===== src/rtl/muldiv_seq_ctrl_pkg.sv =====
// -----------------------------------------------------------------------------
// muldiv_seq_ctrl_pkg
// Shared definitions for the HI/LO multiply/divide sequencer:
//   - operation codes (MULT, MULTU, DIV, DIVU)
//   - FSM state encoding (IDLE, BUSY, DONE)
//   - default iteration count (equals the 32-bit operand width)
//   - small decode helpers for the operation code
// -----------------------------------------------------------------------------
package muldiv_seq_ctrl_pkg;

    localparam int MULDIV_ITER = 32;

    localparam logic [1:0] MULDIV_MULT  = 2'b00;
    localparam logic [1:0] MULDIV_MULTU = 2'b01;
    localparam logic [1:0] MULDIV_DIV   = 2'b10;
    localparam logic [1:0] MULDIV_DIVU  = 2'b11;

    typedef enum logic [1:0] {
        MD_IDLE = 2'd0,
        MD_BUSY = 2'd1,
        MD_DONE = 2'd2
    } md_state_e;

    function automatic logic op_is_div(input logic [1:0] op);
        return (op == MULDIV_DIV) || (op == MULDIV_DIVU);
    endfunction

    function automatic logic op_is_signed(input logic [1:0] op);
        return (op == MULDIV_MULT) || (op == MULDIV_DIV);
    endfunction

endpackage


===== src/rtl/muldiv_iter_core.sv =====
// -----------------------------------------------------------------------------
// muldiv_iter_core
// Iterative datapath for 32x32 multiply and 32/32 divide.
//   - On i_load: operands are reduced to magnitudes and the 64-bit accumulator
//     is seeded (low half = multiplier or dividend).
//   - On i_step: one shift-add (multiply) or shift-subtract (restoring divide)
//     step.
//   - o_hi/o_lo: sign-corrected result of the accumulator value the current
//     step is about to write, so the controller can capture the final result
//     on the same edge as the last step.
// Divide hardware is only built when MULDIV_DIV_EN is defined; otherwise a
// loaded divide reports a zero result.
//
// Ports:
//   clk, rst      clock, synchronous active-high reset
//   i_load        latch operands and op
//   i_step        perform one iteration
//   i_op [1:0]    operation code
//   i_src1 [31:0] multiplicand / dividend
//   i_src2 [31:0] multiplier / divisor
//   o_hi [31:0]   product[63:32] or remainder
//   o_lo [31:0]   product[31:0] or quotient
// -----------------------------------------------------------------------------
module muldiv_iter_core
    import muldiv_seq_ctrl_pkg::*;
(
    input  logic        clk,
    input  logic        rst,
    input  logic        i_load,
    input  logic        i_step,
    input  logic [1:0]  i_op,
    input  logic [31:0] i_src1,
    input  logic [31:0] i_src2,
    output logic [31:0] o_hi,
    output logic [31:0] o_lo
);

    logic [63:0] r_acc;
    logic [31:0] r_b;
    logic        r_is_div;
    logic        r_neg_q;

    logic        w_is_div_in;
    logic        w_neg1;
    logic        w_neg2;
    logic [31:0] w_mag1;
    logic [31:0] w_mag2;
    logic [32:0] w_sum;
    logic [63:0] w_mul_nxt;
    logic [63:0] w_acc_nxt;
    logic [63:0] w_prod;

    assign w_is_div_in = op_is_div(i_op);
    assign w_neg1      = op_is_signed(i_op) & i_src1[31];
    assign w_neg2      = op_is_signed(i_op) & i_src2[31];
    assign w_mag1      = w_neg1 ? (~i_src1 + 32'd1) : i_src1;
    assign w_mag2      = w_neg2 ? (~i_src2 + 32'd1) : i_src2;

    // Shift-add: add the multiplicand into the top half when the current
    // multiplier bit (acc[0]) is set, then shift the 65-bit result right.
    assign w_sum     = {1'b0, r_acc[63:32]} + (r_acc[0] ? {1'b0, r_b} : 33'd0);
    assign w_mul_nxt = {w_sum, r_acc[31:1]};
    assign w_prod    = r_neg_q ? (~w_acc_nxt + 64'd1) : w_acc_nxt;

`ifdef MULDIV_DIV_EN
    logic        r_neg_r;
    logic        r_dz;
    logic [31:0] r_src1;
    logic [31:0] w_rem_sh;
    logic        w_ge;
    logic [31:0] w_rem_new;
    logic [63:0] w_div_nxt;
    logic [31:0] w_q;
    logic [31:0] w_r;

    // Restoring step. The shifted remainder is 33 bits wide; when its top
    // bit (acc[63]) is set it certainly exceeds the divisor, and the 32-bit
    // wrap-around difference is then still exact.
    assign w_rem_sh  = r_acc[62:31];
    assign w_ge      = r_acc[63] | (w_rem_sh >= r_b);
    assign w_rem_new = w_ge ? (w_rem_sh - r_b) : w_rem_sh;
    assign w_div_nxt = {w_rem_new, r_acc[30:0], w_ge};
    assign w_acc_nxt = r_is_div ? w_div_nxt : w_mul_nxt;

    assign w_q = r_neg_q ? (~w_acc_nxt[31:0] + 32'd1) : w_acc_nxt[31:0];
    assign w_r = r_neg_r ? (~w_acc_nxt[63:32] + 32'd1) : w_acc_nxt[63:32];

    // Divide by zero reports all-ones quotient and the raw dividend.
    assign o_hi = r_is_div ? (r_dz ? r_src1 : w_r) : w_prod[63:32];
    assign o_lo = r_is_div ? (r_dz ? 32'hFFFF_FFFF : w_q) : w_prod[31:0];

    always_ff @(posedge clk) begin
        if (rst) begin
            r_neg_r <= 1'b0;
            r_dz    <= 1'b0;
            r_src1  <= 32'd0;
        end else if (i_load) begin
            r_neg_r <= w_neg1;
            r_dz    <= (i_src2 == 32'd0);
            r_src1  <= i_src1;
        end
    end
`else
    assign w_acc_nxt = w_mul_nxt;
    assign o_hi      = r_is_div ? 32'd0 : w_prod[63:32];
    assign o_lo      = r_is_div ? 32'd0 : w_prod[31:0];
`endif

    always_ff @(posedge clk) begin
        if (rst) begin
            r_acc    <= 64'd0;
            r_b      <= 32'd0;
            r_is_div <= 1'b0;
            r_neg_q  <= 1'b0;
        end else if (i_load) begin
            r_acc    <= {32'd0, (w_is_div_in ? w_mag1 : w_mag2)};
            r_b      <= w_is_div_in ? w_mag2 : w_mag1;
            r_is_div <= w_is_div_in;
            r_neg_q  <= w_neg1 ^ w_neg2;
        end else if (i_step) begin
            r_acc    <= w_acc_nxt;
        end
    end

endmodule


===== src/rtl/muldiv_seq_ctrl.sv =====
// -----------------------------------------------------------------------------
// muldiv_seq_ctrl
// Multi-cycle sequencer for MULT/MULTU/DIV/DIVU. Accepts an op from EX in
// IDLE, iterates ITER cycles in BUSY while holding the pipeline through
// stallreq, then presents the result in DONE with one-cycle HI/LO strobes.
//
// Handshake: start is sampled only in IDLE and only when cancel is low; the
// op is accepted on that cycle and stallreq rises combinationally so EX holds.
// start seen in BUSY/DONE is ignored. The strobes mark the single cycle in
// which hi_o/lo_o carry a new result and the pipeline advances.
//
// Build option MULDIV_DIV_EN: when undefined, DIV/DIVU skip BUSY, do not stall
// and complete on the next cycle with a zero result.
//
// Ports:
//   clk, rst        clock, synchronous active-high reset
//   start           EX presents a mul/div op
//   op [1:0]        00 MULT, 01 MULTU, 10 DIV, 11 DIVU
//   src1, src2      rs / rt operands
//   cancel          flush; aborts the op in flight, suppresses strobes
//   stallreq        freeze IF..EX
//   busy            high in BUSY and DONE
//   hi_we, lo_we    one-cycle write strobes
//   hi_o, lo_o      registered result, held until the next DONE
// -----------------------------------------------------------------------------
module muldiv_seq_ctrl
    import muldiv_seq_ctrl_pkg::*;
#(
    parameter int ITER = MULDIV_ITER
) (
    input  logic        clk,
    input  logic        rst,
    input  logic        start,
    input  logic [1:0]  op,
    input  logic [31:0] src1,
    input  logic [31:0] src2,
    input  logic        cancel,
    output logic        stallreq,
    output logic        busy,
    output logic        hi_we,
    output logic        lo_we,
    output logic [31:0] hi_o,
    output logic [31:0] lo_o
);

    localparam int CW = $clog2(ITER + 1);

`ifdef MULDIV_DIV_EN
    localparam logic DIV_HW = 1'b1;
`else
    localparam logic DIV_HW = 1'b0;
`endif

    md_state_e     r_state;
    md_state_e     w_next;
    logic [CW-1:0] r_cnt;
    logic [31:0]   r_hi;
    logic [31:0]   r_lo;

    logic          w_accept;
    logic          w_bypass;
    logic          w_last;
    logic [31:0]   w_core_hi;
    logic [31:0]   w_core_lo;

    assign w_accept = (r_state == MD_IDLE) && start && !cancel;
    // Divide without divide hardware: straight to DONE with a zero result.
    assign w_bypass = w_accept && !DIV_HW && op_is_div(op);
    // Final iteration: the counter is about to reach zero.
    assign w_last   = (r_state == MD_BUSY) && !cancel && (r_cnt == CW'(1));

    muldiv_iter_core u_core (
        .clk    (clk),
        .rst    (rst),
        .i_load (w_accept && !w_bypass),
        .i_step (r_state == MD_BUSY),
        .i_op   (op),
        .i_src1 (src1),
        .i_src2 (src2),
        .o_hi   (w_core_hi),
        .o_lo   (w_core_lo)
    );

    // State register
    always_ff @(posedge clk) begin
        if (rst) r_state <= MD_IDLE;
        else     r_state <= w_next;
    end

    // Next-state logic
    always_comb begin
        w_next = r_state;
        case (r_state)
            MD_IDLE: begin
                if (w_bypass)      w_next = MD_DONE;
                else if (w_accept) w_next = MD_BUSY;
            end
            MD_BUSY: begin
                if (cancel)      w_next = MD_IDLE;
                else if (w_last) w_next = MD_DONE;
            end
            MD_DONE: w_next = MD_IDLE;
            default: w_next = MD_IDLE;
        endcase
    end

    // Output logic
    always_comb begin
        stallreq = 1'b0;
        busy     = 1'b0;
        hi_we    = 1'b0;
        lo_we    = 1'b0;
        case (r_state)
            MD_IDLE: stallreq = w_accept && !w_bypass;
            MD_BUSY: begin
                stallreq = 1'b1;
                busy     = 1'b1;
            end
            MD_DONE: begin
                busy  = 1'b1;
                hi_we = !cancel;
                lo_we = !cancel;
            end
            default: ;
        endcase
    end

    // Iteration counter and result registers
    always_ff @(posedge clk) begin
        if (rst) begin
            r_cnt <= '0;
            r_hi  <= 32'd0;
            r_lo  <= 32'd0;
        end else begin
            if (w_accept && !w_bypass)
                r_cnt <= CW'(ITER);
            else if (r_state == MD_BUSY && !cancel)
                r_cnt <= r_cnt - CW'(1);
            else if (r_state == MD_BUSY)
                r_cnt <= '0;

            if (w_last) begin
                r_hi <= w_core_hi;
                r_lo <= w_core_lo;
            end else if (w_bypass) begin
                r_hi <= 32'd0;
                r_lo <= 32'd0;
            end
        end
    end

    assign hi_o = r_hi;
    assign lo_o = r_lo;

endmodule


===== config.mk =====
export PLATFORM = sky130hd
export DESIGN_NAME = muldiv_seq_ctrl
export DESIGN_NICKNAME = d
export VERILOG_FILES = /design/src/rtl/muldiv_seq_ctrl_pkg.sv /design/src/rtl/muldiv_iter_core.sv /design/src/rtl/muldiv_seq_ctrl.sv
export SDC_FILE = /design/constraint.sdc
export NUM_CORES = 1
export LEC_CHECK = 0
export ABC_AREA = 1
export BUFFER_PORTS_ARGS = -buffer_cell sky130_fd_sc_hd__clkbuf_2
export CAP_MARGIN = 5
export CORE_MARGIN = 2
export CORE_UTILIZATION = 54
export DETAILED_ROUTE_END_ITERATION = 10
export GPL_ROUTABILITY_DRIVEN = 0
export PLACE_DENSITY_LB_ADDON = 0.15
export SYNTH_ARGS = -nofsm -noshare
export SYNTH_HDL_FRONTEND = slang
export SYNTH_SLANG_ARGS = --single-unit

===== constraint.sdc =====
create_clock -name clk -period 2.75 [get_ports clk]
set_input_delay 0.6875 -clock clk [delete_from_list [all_inputs] [get_ports clk]]
set_output_delay 0.6875 -clock clk [all_outputs]
set_load 0.02 [all_outputs]

==> qor.json <==
{
  "synth_top_area_share_pct": 27.19,
  "number_of_clock_buffers_inserted_by_tritoncts": 17,
  "globalRouteTotalUtil_pct": 31.36,
  "global_route.usage.met3_pct": 5.456,
  "placeableCoreArea_um2": 22710,
  "placement.cell_area_um2": 14530,
  "r2r_slack_ns": -0.15,
  "detail_route.drc_violations": 0,
  "layout_min_cycle_time_ns": 2.896,
  "die_width_um": 156.3,
  "critical-path-max-stage-delay_ns": 0.38,
  "die_height_um": 156.3,
  "startpoint": "u_core.r_acc[0]$_SDFFE_PP0P_",
  "crit_path_end_kind": "flip-flop",
  "clock_path_buffers": 2,
  "dp.final_hpwl_um": 29930,
  "min_path_type": "reg -> reg",
  "finalWirelength_um": 42180,
  "largest_net_degree_at_the_start_of_global_routing": 94,
  "io_buffers": 137,
  "largest_family_of_logic_cells_by_synthesized_area": "simple AND/OR/NAND/NOR gates",
  "report.final.setup_viol": 15,
  "post_synth_mux_area_share_pct": 0,
  "route.vias.total": 14840,
  "clock-skew-final_ns": 0.01185,
  "grt-ovfl-total": 0,
  "grt.met2_usage_pct": 45.16,
  "slowest_stage": "sky130_fd_sc_hd__dfxtp_4",
  "post-place-cells": 2598,
  "power_density_nw_per_um2": 440.3,
  "number_of_maximum_capacitance_constraint_violations": 0,
  "vdd_ir_drop_max_v": 0.0003022,
  "synthXorXnorAreaFrac_pct": 3.848,
  "postSynthAreaPerCell_um2": 5.986,
  "final_critical_path_share_of_the_clock_period_pct": 105.3,
  "synth_cell_types": 50,
  "worst_slew_pin_tran_ns": 0.8828,
  "initial_core_util_pct": 55.12,
  "core.rowCount": 55,
  "drt-vias-per-instance": 5.569,
  "cp_data_arrival_time_ns": 3.27,
  "die_area_um2": 24410,
  "outcome": "finished with violations",
  "violations": "negative setup slack",
  "cp-start-kind": "flip-flop",
  "design.final.nets": 2478,
  "timing.final.max_slew_violations": 0,
  "drtIter0Drc": 1597,
  "busiest_layer": "met1",
  "yosys.area_share.simple_pct": 37.34,
  "ios": 138,
  "grt_setup_unrepaired": "yes",
  "grt_first_pass_wirelength_um": 61800,
  "post_syn_area_um2": 12520,
  "critical_path.endpoint": "hi_o[30]$_SDFFE_PP0P_",
  "htree_levels": 4,
  "syn-instance-count": 2091,
  "antenna_cells_inserted": 0,
  "seq_area_frac_synth_pct": 27.19,
  "layout.cells.non_filler": 2665,
  "report.final.hold_viol_count": 0,
  "preCtsSetupSlack_ns": -0.2736,
  "number_of_flip_flops_and_latches_in_the_synthesized_netlist": 170,
  "final_cell_area_um2": 16610,
  "final_worst_setup_slack_ns": -0.1459,
  "firstDrtPassIters": 6,
  "r2r_endpoint": "hi_o[30]$_SDFFE_PP0P_",
  "post_drt_wl_per_cell_um": 15.83,
  "drive_gt1_share_pct": 26.93,
  "synthFlopType": "sky130_fd_sc_hd__dfxtp_1",
  "timing.max_slew.rel_slack_pct": 41.15,
  "areaGrowthSynthToFinish_pct": 32.67,
  "syn_nets": 2202,
  "synth-compound-area-share_pct": 15.64,
  "antenna_found_initial": 0,
  "synth.top_cells.by_area": "sky130_fd_sc_hd__dfxtp_1, sky130_fd_sc_hd__nand2_1, sky130_fd_sc_hd__inv_1",
  "crit_path_frequent_cell": "sky130_fd_sc_hd__nand2_1",
  "cts_tree": "built",
  "ys_warn_count": 0,
  "worst_r2r_startpoint": "u_core.r_acc[0]$_SDFFE_PP0P_",
  "cellLeakagePower_uw": 0.008447,
  "finalCoreUtilization_pct": 73.12,
  "setup.worst_path.class": "reg -> reg",
  "synth-edff-count": 0,
  "maxClockFrequency_ghz": 0.3453,
  "antenna_left": 0,
  "num_clock_sinks": 170,
  "critPathRequiredTime_ns": 3.13,
  "crit_chain": "clkbuf_16, nand2_1, inv_2, ha_4, nand2_1, nand2_2, inv_1, nand2_1, nand2_2, buf_4, nand4_1, nand2_1, nor2_2, nand3_1, nor2_4, nand3_2, nand2_2, nand2_1, nand2_1, nand3_1, a21oi_1",
  "clk_root_buffer_cell": "sky130_fd_sc_hd__clkbuf_16",
  "proportion_of_synthesized_flip_flops_having_asynchronous_set_or_reset_pct": 0,
  "yosys.area_share.adder_pct": 4.158,
  "globalRouteMet1Util_pct": 48.16,
  "clkSlewWorstSetupHoldPaths_ns": 0.07,
  "timing.reg2reg.worst_path_depth": 21,
  "largest_fanout_of_any_net_on_the_critical_path": 6,
  "synth_top_cell_by_area": "sky130_fd_sc_hd__dfxtp_1",
  "clk-insertion-delay-late_ns": 0.44,
  "grt_pass1_vias": 12500
}
==> cells by family (layout without fill, tap and decap cells) <==
group	count (synthesis)	after routing
AO/OA/AOI/OAI	329	329
XOR/XNOR	55	55
adder cells (fa/ha/maj)	41	41
buffers and inverters	389	678
flip-flops	170	170
AND/OR/NAND/NOR	1107	1107
==> worst max-delay path, delay by kind of cell (launching register included) <==
kind,cells,cell delay [ns]
fa+ha+maj,1,0.30
simple gates,15,1.60
flops,1,0.38
compound gates,1,0.14
buf+inv,4,0.41
==> cell usage in the layout (no fill, tap or decap), drive strengths merged, types with 12 or more instances in the layout <==
cell type and instances:
o211ai 35, nand4 23, nor3 25, xor2 35, xnor2 20, inv 322
dfxtp 170, buf 190, nand3 168, a31oi 12, nand2 654, o21ai 104
clkbuf 157, ha 40, a22o 18, a21oi 123, nor2 204
==> repair_timing <==
| action | 4_1_cts | 5_1_grt |
|---|---|---|
| setup endpoints to repair | 19 | 24 |
| buffers inserted | 5 | 28 |
| resized for setup | 82 | 210 |
| gates cloned | 0 | 2 |
| hold buffers | 0 | 0 |
| pin swaps | 20 | 74 |
==> metal layers <==
metal / up-vias / wire [um]
met1: 6709 / 18690
met4: 0 / 910
met5: - / 0
met3: 92 / 4566
li1: 7270 / -
met2: 771 / 18020
==> registers in the layout, indices dropped and copies added (netlist names) <==
register / cells
r_state: 2
lo_o: 32
u_core.r_b: 32
r_cnt: 6
u_core.r_is_div: 1
u_core.r_acc: 64
u_core.r_neg_q: 1
hi_o: 32
==> power breakdown <==
| part | switching, uW | internal, uW |
|---|---|---|
| clock network | 1160 | 1340 |
| logic | 1280 | 809 |
| registers | 140 | 2580 |
| total | 2580 | 4730 |
==> metrics by stage <==
step | hold WS, ns | total power [uW] | setup TNS [ns]
floorplan | 0.4259 | 3891 | 0
global placement | 0.4414 | 4486 | -1.794
detailed placement | 0.4484 | 4518 | -2.670
CTS | 0.4589 | 7051 | -0.2867
global route | 0.4784 | 7620 | -3.890
finish | 0.4615 | 7311 | -1.109
==> layout make-up <==
class | instances | area (um^2)
Clock buffer | 19 | 452.9
Inverter | 318 | 1196
Timing Repair Buffer | 328 | 2228
Fill cell | 1770 | 6103
Multi-Input combinational cell | 1532 | 8815
Tap cell | 285 | 356.6
Clock inverter | 13 | 148.9
Sequential cell | 170 | 3408
==> how the worst min path moves through the flow <==
stage / from / endpoint / slack, ns / cells after the start
5_1_grt: lo_o[6]$_SDFFE_PP0P_ / lo_o[6]$_SDFFE_PP0P_ / 0.48 / 2
3_5_place_dp: u_core.r_b[25]$_SDFFE_PP0P_ / u_core.r_b[25]$_SDFFE_PP0P_ / 0.45 / 2
3_3_place_gp: u_core.r_b[10]$_SDFFE_PP0P_ / u_core.r_b[10]$_SDFFE_PP0P_ / 0.44 / 2
6_report: u_core.r_b[25]$_SDFFE_PP0P_ / u_core.r_b[25]$_SDFFE_PP0P_ / 0.46 / 2
2_1_floorplan: u_core.r_b[30]$_SDFFE_PP0P_ / u_core.r_b[30]$_SDFFE_PP0P_ / 0.43 / 2
4_1_cts: u_core.r_b[25]$_SDFFE_PP0P_ / u_core.r_b[25]$_SDFFE_PP0P_ / 0.46 / 2
==> synthesized netlist by cell type, types with 2 or more instances <==
library cell,count
sky130_fd_sc_hd__a2111oi_0,2
sky130_fd_sc_hd__a211oi_1,2
sky130_fd_sc_hd__a21o_1,2
sky130_fd_sc_hd__a21oi_1,121
sky130_fd_sc_hd__a21oi_2,2
sky130_fd_sc_hd__a221oi_1,10
sky130_fd_sc_hd__a22o_1,18
sky130_fd_sc_hd__a31oi_1,12
sky130_fd_sc_hd__and2_1,5
sky130_fd_sc_hd__buf_1,4
sky130_fd_sc_hd__buf_2,7
sky130_fd_sc_hd__clkbuf_1,58
sky130_fd_sc_hd__clkinv_1,3
sky130_fd_sc_hd__dfxtp_1,170
sky130_fd_sc_hd__ha_1,40
sky130_fd_sc_hd__inv_1,306
sky130_fd_sc_hd__inv_2,9
sky130_fd_sc_hd__nand2_1,646
sky130_fd_sc_hd__nand2_2,8
sky130_fd_sc_hd__nand3_1,163
sky130_fd_sc_hd__nand3_2,5
sky130_fd_sc_hd__nand3b_1,11
sky130_fd_sc_hd__nand4_1,23
sky130_fd_sc_hd__nor2_1,184
sky130_fd_sc_hd__nor2_2,18
sky130_fd_sc_hd__nor2_4,2
sky130_fd_sc_hd__nor3_1,24
sky130_fd_sc_hd__nor3b_2,2
sky130_fd_sc_hd__nor4_1,6
sky130_fd_sc_hd__o211ai_1,35
sky130_fd_sc_hd__o21ai_0,96
sky130_fd_sc_hd__o21ai_1,5
sky130_fd_sc_hd__o21ai_2,3
sky130_fd_sc_hd__o21bai_1,2
sky130_fd_sc_hd__o221ai_1,6
sky130_fd_sc_hd__o22ai_1,2
sky130_fd_sc_hd__o31ai_1,7
sky130_fd_sc_hd__or2_1,2
sky130_fd_sc_hd__or2_2,6
sky130_fd_sc_hd__xnor2_1,20
sky130_fd_sc_hd__xor2_1,35
(Power assumes the default switching activity.)
